<file path="src/rtl/pma_router_pkg.sv">
// Shared types and defaults for the PMA-driven memory request router.
// Route states, request/response payload records and the watchdog default.
package pma_router_pkg;

    localparam int unsigned XLEN_DEF           = 32;
    localparam int unsigned TIMEOUT_CYCLES_DEF = 255;

    typedef enum logic [2:0] {
        IDLE       = 3'd0,
        CACHE_REQ  = 3'd1,
        CACHE_WAIT = 3'd2,
        UNC_REQ    = 3'd3,
        UNC_WAIT   = 3'd4,
        RESP       = 3'd5
    } route_state_e;

    typedef struct packed {
        logic [XLEN_DEF-1:0]   addr;
        logic                  we;
        logic [XLEN_DEF-1:0]   wdata;
        logic [XLEN_DEF/8-1:0] wstrb;
    } mem_req_t;

    typedef struct packed {
        logic [XLEN_DEF-1:0] rdata;
        logic                err;
    } mem_rsp_t;

endpackage

</file>
<file path="src/rtl/pma_router.sv">
// Steers one core request at a time to the cache or uncached bus using the
// combinational pma attributes; denied accesses fault without bus traffic.
module pma_router
    import pma_router_pkg::*;
#(
    parameter int unsigned XLEN           = XLEN_DEF,
    parameter int unsigned TIMEOUT_CYCLES = TIMEOUT_CYCLES_DEF
) (
    input  logic              clk_i,
    input  logic              rst_ni,

    input  logic              req_valid_i,
    output logic              req_ready_o,
    input  logic [XLEN-1:0]   req_addr_i,
    input  logic              req_we_i,
    input  logic [XLEN-1:0]   req_wdata_i,
    input  logic [XLEN/8-1:0] req_wstrb_i,

    output logic              rsp_valid_o,
    output logic [XLEN-1:0]   rsp_rdata_o,
    output logic              rsp_err_o,

    output logic [XLEN-1:0]   pma_addr_o,
    input  logic              pma_uncached_i,
    input  logic              pma_memregion_i,
    input  logic              pma_grand_i,

    output logic [XLEN-1:0]   mem_addr_o,
    output logic              mem_we_o,
    output logic [XLEN-1:0]   mem_wdata_o,
    output logic [XLEN/8-1:0] mem_wstrb_o,

    output logic              cache_req_valid_o,
    input  logic              cache_req_ready_i,
    input  logic              cache_rsp_valid_i,
    input  logic [XLEN-1:0]   cache_rdata_i,
    input  logic              cache_err_i,

    output logic              unc_req_valid_o,
    input  logic              unc_req_ready_i,
    input  logic              unc_rsp_valid_i,
    input  logic [XLEN-1:0]   unc_rdata_i,
    input  logic              unc_err_i,

    output route_state_e      dbg_state_o
);

    // Handshakes: a transfer happens on a rising clk edge where valid and ready
    // are both high; valid never depends on ready and payload holds while valid.

    localparam int unsigned CW = 32;
    localparam logic [CW-1:0] TMO_LAST =
        (TIMEOUT_CYCLES == 0) ? '0 : CW'(TIMEOUT_CYCLES - 1);

    route_state_e      state_q, state_d;
    logic [CW-1:0]     tmo_cnt_q;
    logic [XLEN-1:0]   addr_q, wdata_q, rdata_q;
    logic              we_q, err_q;
    logic [XLEN/8-1:0] wstrb_q;

    logic in_unc, tmo_hit, accept;

    assign in_unc  = (state_q == UNC_REQ) || (state_q == UNC_WAIT);
    // tmo_hit marks the last permitted cycle in UNC_REQ/UNC_WAIT
    assign tmo_hit = (TIMEOUT_CYCLES != 0) && in_unc && (tmo_cnt_q >= TMO_LAST);
    assign accept  = (state_q == IDLE) && req_valid_i;

    always_comb begin
        state_d           = state_q;
        req_ready_o       = 1'b0;
        cache_req_valid_o = 1'b0;
        unc_req_valid_o   = 1'b0;
        rsp_valid_o       = 1'b0;
        unique case (state_q)
            IDLE: begin
                req_ready_o = 1'b1;
                if (req_valid_i) begin
                    if (!pma_grand_i)
                        state_d = RESP;
                    else if (pma_uncached_i || !pma_memregion_i)
                        state_d = UNC_REQ;
                    else
                        state_d = CACHE_REQ;
                end
            end
            CACHE_REQ: begin
                cache_req_valid_o = 1'b1;
                if (cache_req_ready_i) state_d = CACHE_WAIT;
            end
            CACHE_WAIT: begin
                if (cache_rsp_valid_i) state_d = RESP;
            end
            UNC_REQ: begin
                // valid is withdrawn on expiry so no handshake races the abort
                unc_req_valid_o = !tmo_hit;
                if (tmo_hit)              state_d = RESP;
                else if (unc_req_ready_i) state_d = UNC_WAIT;
            end
            UNC_WAIT: begin
                if (unc_rsp_valid_i || tmo_hit) state_d = RESP;
            end
            RESP: begin
                rsp_valid_o = 1'b1;
                state_d     = IDLE;
            end
            default: state_d = IDLE;
        endcase
    end

    always_ff @(posedge clk_i or negedge rst_ni) begin
        if (!rst_ni) state_q <= IDLE;
        else         state_q <= state_d;
    end

    always_ff @(posedge clk_i or negedge rst_ni) begin
        if (!rst_ni) begin
            tmo_cnt_q <= '0;
        end else if (!in_unc) begin
            tmo_cnt_q <= '0;
        end else if (tmo_cnt_q != '1) begin
            tmo_cnt_q <= tmo_cnt_q + CW'(1);
        end
    end

    always_ff @(posedge clk_i or negedge rst_ni) begin
        if (!rst_ni) begin
            addr_q  <= '0;
            we_q    <= 1'b0;
            wdata_q <= '0;
            wstrb_q <= '0;
        end else if (accept) begin
            addr_q  <= req_addr_i;
            we_q    <= req_we_i;
            wdata_q <= req_wdata_i;
            wstrb_q <= req_wstrb_i;
        end
    end

    // A real uncached response in the expiry cycle takes precedence
    always_ff @(posedge clk_i or negedge rst_ni) begin
        if (!rst_ni) begin
            rdata_q <= '0;
            err_q   <= 1'b0;
        end else if (accept) begin
            rdata_q <= '0;
            err_q   <= !pma_grand_i;
        end else if ((state_q == CACHE_WAIT) && cache_rsp_valid_i) begin
            rdata_q <= (we_q || cache_err_i) ? '0 : cache_rdata_i;
            err_q   <= cache_err_i;
        end else if ((state_q == UNC_WAIT) && unc_rsp_valid_i) begin
            rdata_q <= (we_q || unc_err_i) ? '0 : unc_rdata_i;
            err_q   <= unc_err_i;
        end else if (tmo_hit) begin
            rdata_q <= '0;
            err_q   <= 1'b1;
        end
    end

    assign pma_addr_o  = req_addr_i;
    assign mem_addr_o  = addr_q;
    assign mem_we_o    = we_q;
    assign mem_wdata_o = wdata_q;
    assign mem_wstrb_o = wstrb_q;
    assign rsp_rdata_o = rdata_q;
    assign rsp_err_o   = err_q;
    assign dbg_state_o = state_q;

endmodule
</file>
<file path="config.mk">
export PLATFORM = sky130hd
export DESIGN_NAME = pma_router
export DESIGN_NICKNAME = d
export VERILOG_FILES = /design/src/rtl/pma_router_pkg.sv /design/src/rtl/pma_router.sv
export SDC_FILE = /design/constraint.sdc
export NUM_CORES = 1
export LEC_CHECK = 0
export BUFFER_PORTS_ARGS = -buffer_cell sky130_fd_sc_hd__buf_2
export CORE_UTILIZATION = 52
export DETAILED_ROUTE_END_ITERATION = 8
export PLACE_DENSITY = 0.86
export SYNTH_ARGS = -nofsm -noshare
export SYNTH_HDL_FRONTEND = slang
export SYNTH_SLANG_ARGS = --single-unit
</file>
<file path="constraint.sdc">
create_clock -name clk_i -period 3.5 [get_ports clk_i]
set_input_delay 0.175 -clock clk_i [delete_from_list [all_inputs] [get_ports clk_i]]
set_output_delay 0.175 -clock clk_i [all_outputs]
set_load 0.05 [all_outputs]
</file>
==> reports/qor.yml <==
power_and_ir_drop:
  total_power_mw: 8.89
  peakVddDrop_v: 0.000768
  pwr-share-seq_pct: 29.3
  combPwrFrac_pct: 51.3
  sw_frac_of_total_pct: 50.2
  switchingPower_mw: 4.46
  pwr-share-clk_pct: 19.4
  power.leakage_nw: 4.27
  power.density_nw_per_um2: 1010
  internal_power_mw: 4.43
final_layout:
  drive_gt1_share_pct: 46.5
  nets: 1003
  final_cell_area_um2: 8830
  final_common_cell: "buf_2"
  syn2layout_area_growth_pct: 34.3
  layout_common_cells: "284 x buf_2, 137 x dfrtp_1, 69 x mux2_2"
cts:
  path_clk_slew_ps: 60
  clockBufferDepth: 2
  ctsResizeCount: 0
  cts.hold.buffers_added: 35
  cts_inserted_buffers: 17
  insertion_delay_ps: 420
  cts_tree: "built"
  cts_max_level: 4
  clockRootBuffer: "clkbuf_16"
  post_cts_buffers: 0
  cts_sinks: 137
detailed_routing:
  dr.first_iter.drc_count: 451
  drc: 0
  vias_per_cell: 5.73
  vias: 5962
  routed_wl_um: 19900
  dr.pass1.iters: 5
  ant_nets: 0
  routedWlPerCell_um: 19.1
yosys:
  synth_flop_cell: "dfrtp_1"
  synth-seq-cells: 137
  yosysTopAreaCell: "dfrtp_1"
  synthCells: 578
  synthTopCellsByArea: "dfrtp_1 52%, mux2_2 12%, o2bb2ai_1 4.3%, buf_4 3.7%, and3_1 3.4%"
  syn_nets: 725
  ys_async_sr_fraction_pct: 100
  synth_top_area_share_pct: 52.1
  syn_area_per_cell_um2: 11.4
  synth_cell_types: 53
  synth_area_um2: 6580
  ys_warn_count: 0
  yosysSeqAreaShare_pct: 52.1
  synth_edf_count: 0
setup_path:
  crit_path_max_fanout: 40
  crit_type: "reg -> reg"
  slowest_stage: "and2_2"
  critPathBufInv: 1
  worstSetupStartpointType: "flop"
  end_kind: "flop"
  required_ps: 3800
  arrival_ps: 2820
  critical-path-top-delay-family: "simple AND/OR/NAND/NOR gates"
  slowest_delay_ps: 780
  cp_cell_sequence: "nor3_1 > and2_2 > buf_12 > mux2_2"
global_routing:
  grt_max_degree: 122
  first_global_vias: 6016
  antenna_found_initial: 3
  busiest_layer: "met2"
  grt_overflow: 0
  grt_use_met2_pct: 52.6
  grt_pass1_wl_um: 30500
  grt_usage_pct: 30.7
  met3_usage_pct: 8.26
  grt_util_met1_pct: 34.7
floorplanning:
  fp.coreArea_um2: 12200
  dieArea_um2: 13100
  io_pins: 286
  die_h_um: 114
  die_w_um: 114
  rows: 40
  initial_core_util_pct: 54.1
sta:
  setup_violations: 0
  hold_violations: 0
  finalWorstSetupSlack_ps: 980
  drv_slew: 0
  final.setup.tns_ps: 0
  max_freq_mhz: 397
  period_share_pct: 72.0
  slew-limit-headroom_pct: 26.3
  grt_setup_unrepaired: "no"
  min_period_ps: 2520
  fin_worst_skew_ps: 9.14
  tightest_slew_ps: 1100
worst_hold_path:
  worstHoldPathType: "in -> reg"
placed_design:
  place_area_um2: 7880
  dp_hpwl_um: 12600
  gp_congestion: 0.885
  dp_worst_setup_slack_ps: 1090
  portBuffers: 285
status:
  status: "complete, no violations"
run:
  maxCapViolations: 0
-- worst reg2reg max path: stages (launching register included) --
cell and delay [ps]:
dfrtp_1 520, nor3_1 390, and2_2 780, buf_12 320
mux2_2 380
-- final timing paths --
kind | startpoint | endpoint | slack (ps) | depth (start not counted)
min reg2reg | rsp_rdata_o[30] | rsp_rdata_o[30] | 490 | 1
max | dbg_state_o[0] | mem_addr_o[31] | 980 | 4
min | req_we_i | mem_we_o | 3 | 2
max reg2reg | dbg_state_o[0] | mem_addr_o[31] | 980 | 4
min in group asynchronous | rst_ni | mem_addr_o[10] | 490 | 2
max in group asynchronous | rst_ni | mem_wdata_o[19] | 2070 | 3
-- metrics by stage --
step | cells | utilization (%) | hold slack [ps]
floorplan | 578 | - | -121
global placement | 968 | 64.8 | 406
detailed placement | 968 | 64.8 | 411
CTS | 1035 | 72.4 | 0.00805
global route | 1040 | 72.6 | 0.706
finish | 1040 | 72.6 | 3.19
-- layout make-up --
cell class                 instances  area (um^2)
antenna                            3         7.51
clock buffer                      22          474
clock inverter                    10         93.8
fill                             826         3330
inverter                          10         37.5
multi-input combinational        359         2700
sequential                       137         3430
tap                              168          210
timing repair buffer             331         1880
-- kinds of logic (layout without fill, tap and decap cells) --
logic type | after synthesis | in the layout | synth area share (%)
AOI/OAI and AO/OA | 124 | 124 | 12.8
and+or+nand+nor | 154 | 154 | 14.6
DFF | 137 | 137 | 52.1
xor gates and xnor gates | 7 | 7 | 0.932
adders and majority gates | 2 | 2 | 0.380
buffers and inverters | 82 | 373 | 6.94
muxes | 72 | 72 | 12.3
other | 0 | 3 | 0
-- state kept, by name, indices dropped and copies added, names as in the netlist --
register,cells
mem_addr_o,32
mem_wdata_o,32
rsp_rdata_o,32
tmo_cnt_q,32
mem_wstrb_o,4
dbg_state_o,3
mem_we_o,1
rsp_err_o,1
-- per-layer routing --
| metal | part of all wire [%] | wire [um] | up-vias |
|---|---|---|---|
| met3 | 7.6 | 1510 | 76 |
| met2 | 51 | 10000 | 342 |
| met1 | 37 | 7260 | 2864 |
| li1 | - | - | 2680 |
| met4 | 5.2 | 1030 | 0 |
| met5 | 0 | 0 | - |
-- cell usage after synthesis (2+ instances only) --
cell type,count
a21oi_1,22
buf_2,10
or3_1,14
buf_6,2
and3_1,36
nor3_2,2
ha_1,2
nor3_1,4
o2bb2ai_1,32
nand4_1,4
or4_1,6
a31oi_1,32
o211ai_1,2
buf_4,32
nor4b_1,2
and2_1,5
inv_1,10
nand2b_1,3
nor4_1,9
nand2_1,15
nor2_1,21
dfrtp_1,137
nand4_4,2
o21ai_1,6
o21ai_0,11
mux2_2,69
nand3b_1,2
nand3_1,15
mux2i_1,3
and4_1,5
clkbuf_1,26
a211oi_1,5
o31ai_1,5
o21a_1,2
xnor2_1,7
-- power groups by stage --
stage | combinational (mW) | sequential (mW) | clock (mW)
5_1_grt | 4.72 | 2.67 | 1.81
2_1_floorplan | 1.31 | 4.64 | 0
3_3_place_gp | 4.41 | 2.55 | 0
4_1_cts | 4.51 | 2.57 | 1.73
6_report | 4.56 | 2.60 | 1.73
3_5_place_dp | 4.48 | 2.57 | 0
(Power assumes the default switching activity.)
